File: src/rtl/flag_pkg.sv
// Shared types for the flag unit: the packed flag word, condition codes and
// the condition evaluator used by branch decisions.
package flag_pkg;

    typedef struct packed {
        logic z;
        logic o;
        logic c;
        logic s;
    } flags_t;

    typedef enum logic [3:0] {
        COND_AL  = 4'd0,
        COND_EQ  = 4'd1,
        COND_NE  = 4'd2,
        COND_CS  = 4'd3,
        COND_CC  = 4'd4,
        COND_MI  = 4'd5,
        COND_PL  = 4'd6,
        COND_VS  = 4'd7,
        COND_VC  = 4'd8,
        COND_UGT = 4'd9,
        COND_ULE = 4'd10,
        COND_SGE = 4'd11,
        COND_SLT = 4'd12,
        COND_SGT = 4'd13,
        COND_SLE = 4'd14,
        COND_NV  = 4'd15
    } cond_e;

    localparam logic [3:0] WMASK_ALL = 4'b1111;

    function automatic logic evalCond(input cond_e cc, input flags_t f);
        logic res;
        res = 1'b0;
        case (cc)
            COND_AL:  res = 1'b1;
            COND_EQ:  res = f.z;
            COND_NE:  res = !f.z;
            COND_CS:  res = f.c;
            COND_CC:  res = !f.c;
            COND_MI:  res = f.s;
            COND_PL:  res = !f.s;
            COND_VS:  res = f.o;
            COND_VC:  res = !f.o;
            COND_UGT: res = f.c && !f.z;
            COND_ULE: res = !f.c || f.z;
            COND_SGE: res = (f.s == f.o);
            COND_SLT: res = (f.s != f.o);
            COND_SGT: res = !f.z && (f.s == f.o);
            COND_SLE: res = f.z || (f.s != f.o);
            COND_NV:  res = 1'b0;
        endcase
        return res;
    endfunction

endpackage

File: src/rtl/flag_unit_if.sv
// Bus between the ALU/control unit (master) and the flag unit (slave).
interface flag_unit_if #(
    parameter int WIDTH = 8,
    parameter int DEPTH = 4,
    parameter int CNT_W = $clog2(DEPTH + 1)
);
    logic [WIDTH-1:0] result;
    logic             overflow;
    logic             carry;
    logic             we;
    logic [3:0]       wmask;
    logic             load;
    logic [3:0]       load_val;
    logic             push;
    logic             pop;
    logic [3:0]       cond;
    logic             cond_true;
    logic             zflag;
    logic             oflag;
    logic             cflag;
    logic             sflag;
    logic [CNT_W-1:0] count;
    logic             full;
    logic             empty;
    logic             err;

    modport master (
        output result, overflow, carry, we, wmask, load, load_val, push, pop, cond,
        input  cond_true, zflag, oflag, cflag, sflag, count, full, empty, err
    );

    modport slave (
        input  result, overflow, carry, we, wmask, load, load_val, push, pop, cond,
        output cond_true, zflag, oflag, cflag, sflag, count, full, empty, err
    );

endinterface

File: src/rtl/flag_stack.sv
// Register-based LIFO of flag words with occupancy count and a sticky
// misuse flag (push when full, pop when empty, or push+pop when empty).
module flag_stack
    import flag_pkg::*;
#(
    parameter int  DEPTH  = 4,
    parameter type data_t = flags_t,
    parameter int  CNT_W  = $clog2(DEPTH + 1)
) (
    input  logic             clk,
    input  logic             rst,
    input  logic             push,
    input  logic             pop,
    input  data_t            din,
    output data_t            dout,
    output logic [CNT_W-1:0] count,
    output logic             full,
    output logic             empty,
    output logic             err
);
    localparam int IDX_W = $clog2(DEPTH);

    data_t            stack_q [DEPTH];
    logic [CNT_W-1:0] count_q, count_d;
    logic             err_q, err_d;
    logic             wrEn;
    logic [IDX_W-1:0] wrIdx;
    logic [IDX_W-1:0] topIdx;

    assign full   = (count_q == CNT_W'(DEPTH));
    assign empty  = (count_q == '0);
    assign topIdx = IDX_W'(count_q - 1'b1);
    assign dout   = stack_q[topIdx];
    assign count  = count_q;
    assign err    = err_q;

    // A swap (push+pop with data present) overwrites the top in place.
    always_comb begin
        count_d = count_q;
        err_d   = err_q;
        wrEn    = 1'b0;
        wrIdx   = IDX_W'(count_q);
        if (push && pop) begin
            if (empty) begin
                err_d = 1'b1;
            end else begin
                wrEn  = 1'b1;
                wrIdx = topIdx;
            end
        end else if (push) begin
            if (full) begin
                err_d = 1'b1;
            end else begin
                wrEn    = 1'b1;
                count_d = count_q + 1'b1;
            end
        end else if (pop) begin
            if (empty) begin
                err_d = 1'b1;
            end else begin
                count_d = count_q - 1'b1;
            end
        end
    end

    always_ff @(posedge clk or posedge rst) begin
        if (rst) begin
            count_q <= '0;
            err_q   <= 1'b0;
        end else begin
            count_q <= count_d;
            err_q   <= err_d;
        end
    end

    always_ff @(posedge clk) begin
        if (wrEn) begin
            stack_q[wrIdx] <= din;
        end
    end

endmodule

File: src/rtl/flag_unit.sv
// Z/O/C/S flag register with per-flag write enables, a LIFO flag stack and
// a combinational condition-code evaluator for branch decisions.
module flag_unit
    import flag_pkg::*;
#(
    parameter int WIDTH = 8,
    parameter int DEPTH = 4,
    parameter int CNT_W = $clog2(DEPTH + 1)
) (
    input logic        clk,
    input logic        rst,
    flag_unit_if.slave bus
);
    flags_t flags_q, flags_d;
    flags_t aluFlags;
    flags_t stackTop;
    logic   stackEmpty;
    logic   popValid;

    flag_stack #(
        .DEPTH  (DEPTH),
        .data_t (flags_t),
        .CNT_W  (CNT_W)
    ) u_stack (
        .clk   (clk),
        .rst   (rst),
        .push  (bus.push),
        .pop   (bus.pop),
        .din   (flags_q),
        .dout  (stackTop),
        .count (bus.count),
        .full  (bus.full),
        .empty (stackEmpty),
        .err   (bus.err)
    );

    assign bus.empty = stackEmpty;
    assign popValid  = bus.pop && !stackEmpty;

    assign aluFlags.z = (bus.result == '0);
    assign aluFlags.o = bus.overflow;
    assign aluFlags.c = bus.carry;
    assign aluFlags.s = bus.result[WIDTH-1];

    // Source priority: a pop that actually delivers data, then load, then ALU write.
    always_comb begin
        flags_d = flags_q;
        if (popValid) begin
            flags_d = stackTop;
        end else if (bus.load) begin
            flags_d = flags_t'(bus.load_val);
        end else if (bus.we) begin
            flags_d = (aluFlags & bus.wmask) | (flags_q & ~bus.wmask);
        end
    end

    always_ff @(posedge clk or posedge rst) begin
        if (rst) begin
            flags_q <= '0;
        end else begin
            flags_q <= flags_d;
        end
    end

    assign bus.zflag     = flags_q.z;
    assign bus.oflag     = flags_q.o;
    assign bus.cflag     = flags_q.c;
    assign bus.sflag     = flags_q.s;
    assign bus.cond_true = evalCond(cond_e'(bus.cond), flags_q);

endmodule

File: src/flat_wrapper.sv
// flat-port wrapper written by rule: the top's interface ports become plain ports
module flag_unit_flat import flag_pkg::*;
#(
    parameter int WIDTH = 8,
    parameter int DEPTH = 4,
    parameter int CNT_W = $clog2(DEPTH + 1)
)
  (clk, rst, bus_result, bus_overflow, bus_carry, bus_we, bus_wmask, bus_load, bus_load_val, bus_push, bus_pop, bus_cond, bus_cond_true, bus_zflag, bus_oflag, bus_cflag, bus_sflag, bus_count, bus_full, bus_empty, bus_err);
  flag_unit_if #(.WIDTH(WIDTH), .DEPTH(DEPTH), .CNT_W(CNT_W)) bus_i ();
  input logic clk;
  input logic rst;
  input wire logic [$bits(bus_i.result)-1:0] bus_result;
  input wire logic [$bits(bus_i.overflow)-1:0] bus_overflow;
  input wire logic [$bits(bus_i.carry)-1:0] bus_carry;
  input wire logic [$bits(bus_i.we)-1:0] bus_we;
  input wire logic [$bits(bus_i.wmask)-1:0] bus_wmask;
  input wire logic [$bits(bus_i.load)-1:0] bus_load;
  input wire logic [$bits(bus_i.load_val)-1:0] bus_load_val;
  input wire logic [$bits(bus_i.push)-1:0] bus_push;
  input wire logic [$bits(bus_i.pop)-1:0] bus_pop;
  input wire logic [$bits(bus_i.cond)-1:0] bus_cond;
  output wire logic [$bits(bus_i.cond_true)-1:0] bus_cond_true;
  output wire logic [$bits(bus_i.zflag)-1:0] bus_zflag;
  output wire logic [$bits(bus_i.oflag)-1:0] bus_oflag;
  output wire logic [$bits(bus_i.cflag)-1:0] bus_cflag;
  output wire logic [$bits(bus_i.sflag)-1:0] bus_sflag;
  output wire logic [$bits(bus_i.count)-1:0] bus_count;
  output wire logic [$bits(bus_i.full)-1:0] bus_full;
  output wire logic [$bits(bus_i.empty)-1:0] bus_empty;
  output wire logic [$bits(bus_i.err)-1:0] bus_err;
  assign bus_i.result = bus_result;
  assign bus_i.overflow = bus_overflow;
  assign bus_i.carry = bus_carry;
  assign bus_i.we = bus_we;
  assign bus_i.wmask = bus_wmask;
  assign bus_i.load = bus_load;
  assign bus_i.load_val = bus_load_val;
  assign bus_i.push = bus_push;
  assign bus_i.pop = bus_pop;
  assign bus_i.cond = bus_cond;
  assign bus_cond_true = bus_i.cond_true;
  assign bus_zflag = bus_i.zflag;
  assign bus_oflag = bus_i.oflag;
  assign bus_cflag = bus_i.cflag;
  assign bus_sflag = bus_i.sflag;
  assign bus_count = bus_i.count;
  assign bus_full = bus_i.full;
  assign bus_empty = bus_i.empty;
  assign bus_err = bus_i.err;
  flag_unit #(.WIDTH(WIDTH), .DEPTH(DEPTH), .CNT_W(CNT_W)) u_core (.clk(clk), .rst(rst), .bus(bus_i));
endmodule
File: config.mk
export PLATFORM = sky130hd
export DESIGN_NAME = flag_unit_flat
export DESIGN_NICKNAME = d
export VERILOG_FILES = /design/src/rtl/flag_pkg.sv /design/src/rtl/flag_unit_if.sv /design/src/rtl/flag_stack.sv /design/src/rtl/flag_unit.sv /design/src/flat_wrapper.sv
export SDC_FILE = /design/constraint.sdc
export NUM_CORES = 1
export LEC_CHECK = 0
export CAP_MARGIN = 20
export CORE_ASPECT_RATIO = 1.1
export CORE_MARGIN = 2
export CORE_UTILIZATION = 43
export DETAILED_ROUTE_END_ITERATION = 8
export PLACE_DENSITY = 0.74
export SLEW_MARGIN = 20
export SYNTH_ARGS = -nofsm -noshare
export SYNTH_HDL_FRONTEND = slang
export SYNTH_SLANG_ARGS = --single-unit
File: constraint.sdc
create_clock -name clk -period 2 [get_ports clk]
set_clock_uncertainty 0.15 [all_clocks]
set_input_delay 0.6 -clock clk [delete_from_list [all_inputs] [get_ports clk]]
set_output_delay 0.6 -clock clk [all_outputs]
set_load 0.02 [all_outputs]
==> flow_metrics.tcl <==
set metrics [dict create \
    internal_power_w 0.00192 \
    syn2layout_area_growth_pct 50.8 \
    synth-compound-area-share_pct 12.8 \
    hp-class "flip-flop to flip-flop" \
    synth_mux_area_share_pct 12.8 \
    layout.nets 229 \
    layout_setup_ws_ps -485 \
    endpoint_kind "output pin" \
    fillers 252 \
    cpMostUsedCell "a21oi_2" \
    status "finished with violations" \
    ys_async_sr_fraction_pct 33.3 \
    slew_viol_final 0 \
    grt_overflow 0 \
    drtIter0Drc 61 \
    synthDistinctLibCells 41 \
    synth_top_flop_cell "edfxtp_1" \
    startpoint_type "input pin" \
    gr-max-usage-layer "met2" \
    whs_path_depth 1 \
    slew_headroom_pct 72.4 \
    finalHoldViolCount 0 \
    power_frac_seq_pct 28.3 \
    p_sw_share_pct 38.5 \
    holdPathEnd "u_core.u_stack.err" \
    grt_max_degree 15 \
    cts_tree "done" \
    grt_pass1_wl_um 6510 \
    slowest_stage "a311o_1" \
    rrSetupSlack_ps -10 \
    start_util_pct 44.3 \
    cp_top_family "compound AO/OA/AOI/OAI gates" \
    path_buf_inv 2 \
    r2r_cells 7 \
    synth_edf_count 16 \
    diodes 0 \
    grt_pass1_vias 1367 \
    power.leakage_nw 0.879 \
    drc_errors 0 \
    postCtsHoldBufs 0 \
    tightestPinTransition_ps 411 \
    antenna_found_initial 0 \
    vias 1336 \
    rows 22 \
    cts-buffers-inserted 3 \
    first_pass_iters 4 \
    r2r_start "u_core.u_stack.count[0]" \
    clk_pin_slew_ps 130 \
    use_met1_pct 26.5 \
    drive_above_1_share_pct 37.6 \
    htreeDepth 1 \
    path_cells "clkdlybuf4s15_2 > a21oi_2 > a311o_1 > a21oi_2 > o2111ai_2 > buf_4" \
    yosysSeqAreaShare_pct 46.9 \
    synth_fp_nets 168 \
    cp_slowest_stage_delay_ps 340 \
    pwr-share-comb_pct 60.4 \
    preCtsSetupSlack_ps -1240 \
    clock_latency_ps 320 \
    synth-seq-cells 24 \
    syn_avg_cell_area_um2 10.6 \
    cts_root_buf "clkbuf_4" \
    p_total_w 0.00312 \
    hpwl_um 2980 \
    cp_data_arrival_time_ps 1740 \
    portBuffers 38 \
    critPathMaxFanout 9 \
    violations "negative setup slack" \
    met2_usage_pct 41.9 \
    hold_ws_ps 316 \
    clkPwrFrac_pct 11.3 \
    setup_viol 5 \
    power_density_mw_per_mm2 1430 \
    gp_congestion 0.861 \
    fmax_ghz 0.402 \
    synth-simple-area-share_pct 17.2 \
    p_sw_w 0.00120 \
    peakVddDrop_mv 0.625 \
    die_width_um 59.4 \
    clkSinkCount 24 \
    crit_type "input pin to output pin" \
    clk_path_buf_depth 2 \
    grt_use_met3_pct 2.79 \
    syn_area_mm2 0.00145 \
    synthAdderAreaFrac_pct 2.59 \
    yosys_warnings 0 \
    rsz0062_at_grt "true" \
    dieArea_mm2 0.00386 \
    fp.coreArea_mm2 0.00328 \
    r2r-end "u_core.u_stack.stack_q[3][3]" \
    synth-xor-area-share_pct 3.02 \
    viasPerCell 5.73 \
    cp.required_ps 1250 \
    cap_violations 0 \
    syn_inst 137 \
    drt-total-wl_um 3840 \
    chipHeight_um 64.9 \
    ios 39 \
    synth_top_family_by_area "simple AND/OR/NAND/NOR gates" \
    period_minus_slack_ps 2490 \
    hp-start "u_core.u_stack.err" \
    period_share_pct 124 \
    antenna_left 0 \
    gr-usage-all-layers_pct 22.7 \
    wl_per_cell_um 16.5 \
]
[per-stage QoR]
step	instance area [µm²]	std cells	setup TNS (ps)	utilization, %
floorplan	1540	137	-2130	-
global placement	2060	223	-6790	62.8
detailed placement	2060	223	-7770	62.8
CTS	2160	231	-587	65.9
global route	2190	233	-1630	66.8
finish	2190	233	-576	66.8
[cells in the mapped netlist, drive strengths merged (4+ instances only)]
cell type	number	area [µm²]
edfxtp	16	480
clkbuf	5	18.8
nor2b	4	32.5
a21oi	5	25.0
inv	5	18.8
xnor2	4	35.0
buf	6	31.3
mux2	4	45.0
mux2i	5	50.1
dfrtp	8	200
mux4	4	90.1
nand3b	5	37.5
nand2	16	60.1
nor2	9	33.8
o21ai	8	40.0
[worst max-delay path by stage]
stage,startpoint,end,slack [ps],cells after the start
after floorplan,flip-flop,bus_cond_true,-200,5
after global placement,bus_cond[2],bus_cond_true,-1170,6
after detailed placement,bus_cond[2],bus_cond_true,-1240,6
after CTS,flip-flop,bus_cond_true,-490,5
after global routing,flip-flop,bus_cond_true,-550,5
final,bus_cond[2],bus_cond_true,-490,6
[kinds of logic (layout without fill, tap and decap cells)]
group | Yosys count | count (layout)
DFF | 24 | 24
muxes | 13 | 13
adders and majority gates | 3 | 3
AOI/OAI and AO/OA | 28 | 28
xor gates and xnor gates | 5 | 5
and+or+nand+nor | 48 | 48
buffers and inverters | 16 | 76
[placed cells by master (no fill, tap or decap), drive strengths merged, types with 5 or more instances in the layout]
master and n:
mux2i 5, clkdlybuf4s15 5, a21oi 5, o21ai 8, inv 5, buf 35, edfxtp 16, clkdlybuf4s50 23
dfrtp 8, nor2 9, nand3b 5, nand2 16
[per-layer routing]
layer	routed length, µm	part of all wire (%)	up-vias
met5	0	0	-
met4	76	2.0	0
met3	94	2.4	8
met2	2220	58	39
met1	1450	38	663
li1	-	-	626
[repair_timing]
item | CTS | global route
pin swaps | 4 | 5
setup buffers | 4 | 2
gates resized for setup | 53 | 12
setup endpoints to repair | 27 | 26
[worst reg2reg max path, stage by stage (launching register included)]
cell	delay (ps)
dfrtp_2	420
inv_4	50
ha_4	170
nor2b_4	130
buf_6	120
nand3b_1	260
xnor2_2	240
nor2_4	180
[layout make-up]
class / instances / area (µm²) / area share, %
sequential: 24 / 688 / 31.4
clock inverter: 1 / 30.0 / 1.37
tap: 36 / 45.0 / 2.06
inverter: 5 / 21.3 / 0.972
clock buffer: 3 / 22.5 / 1.03
timing repair buffer: 67 / 588 / 26.9
multi-input combinational: 97 / 793 / 36.2
[power groups by stage]
| stage | logic, W | clock network (W) | registers, W |
|---|---|---|---|
| 2_1_floorplan | 0.000907 | 0 | 0.000991 |
| 3_3_place_gp | 0.00169 | 0 | 0.000864 |
| 3_5_place_dp | 0.00174 | 0 | 0.000877 |
| 4_1_cts | 0.00183 | 0.000360 | 0.000872 |
| 5_1_grt | 0.00205 | 0.000380 | 0.000901 |
| 6_report | 0.00188 | 0.000354 | 0.000882 |
(Power assumes the default switching activity.)
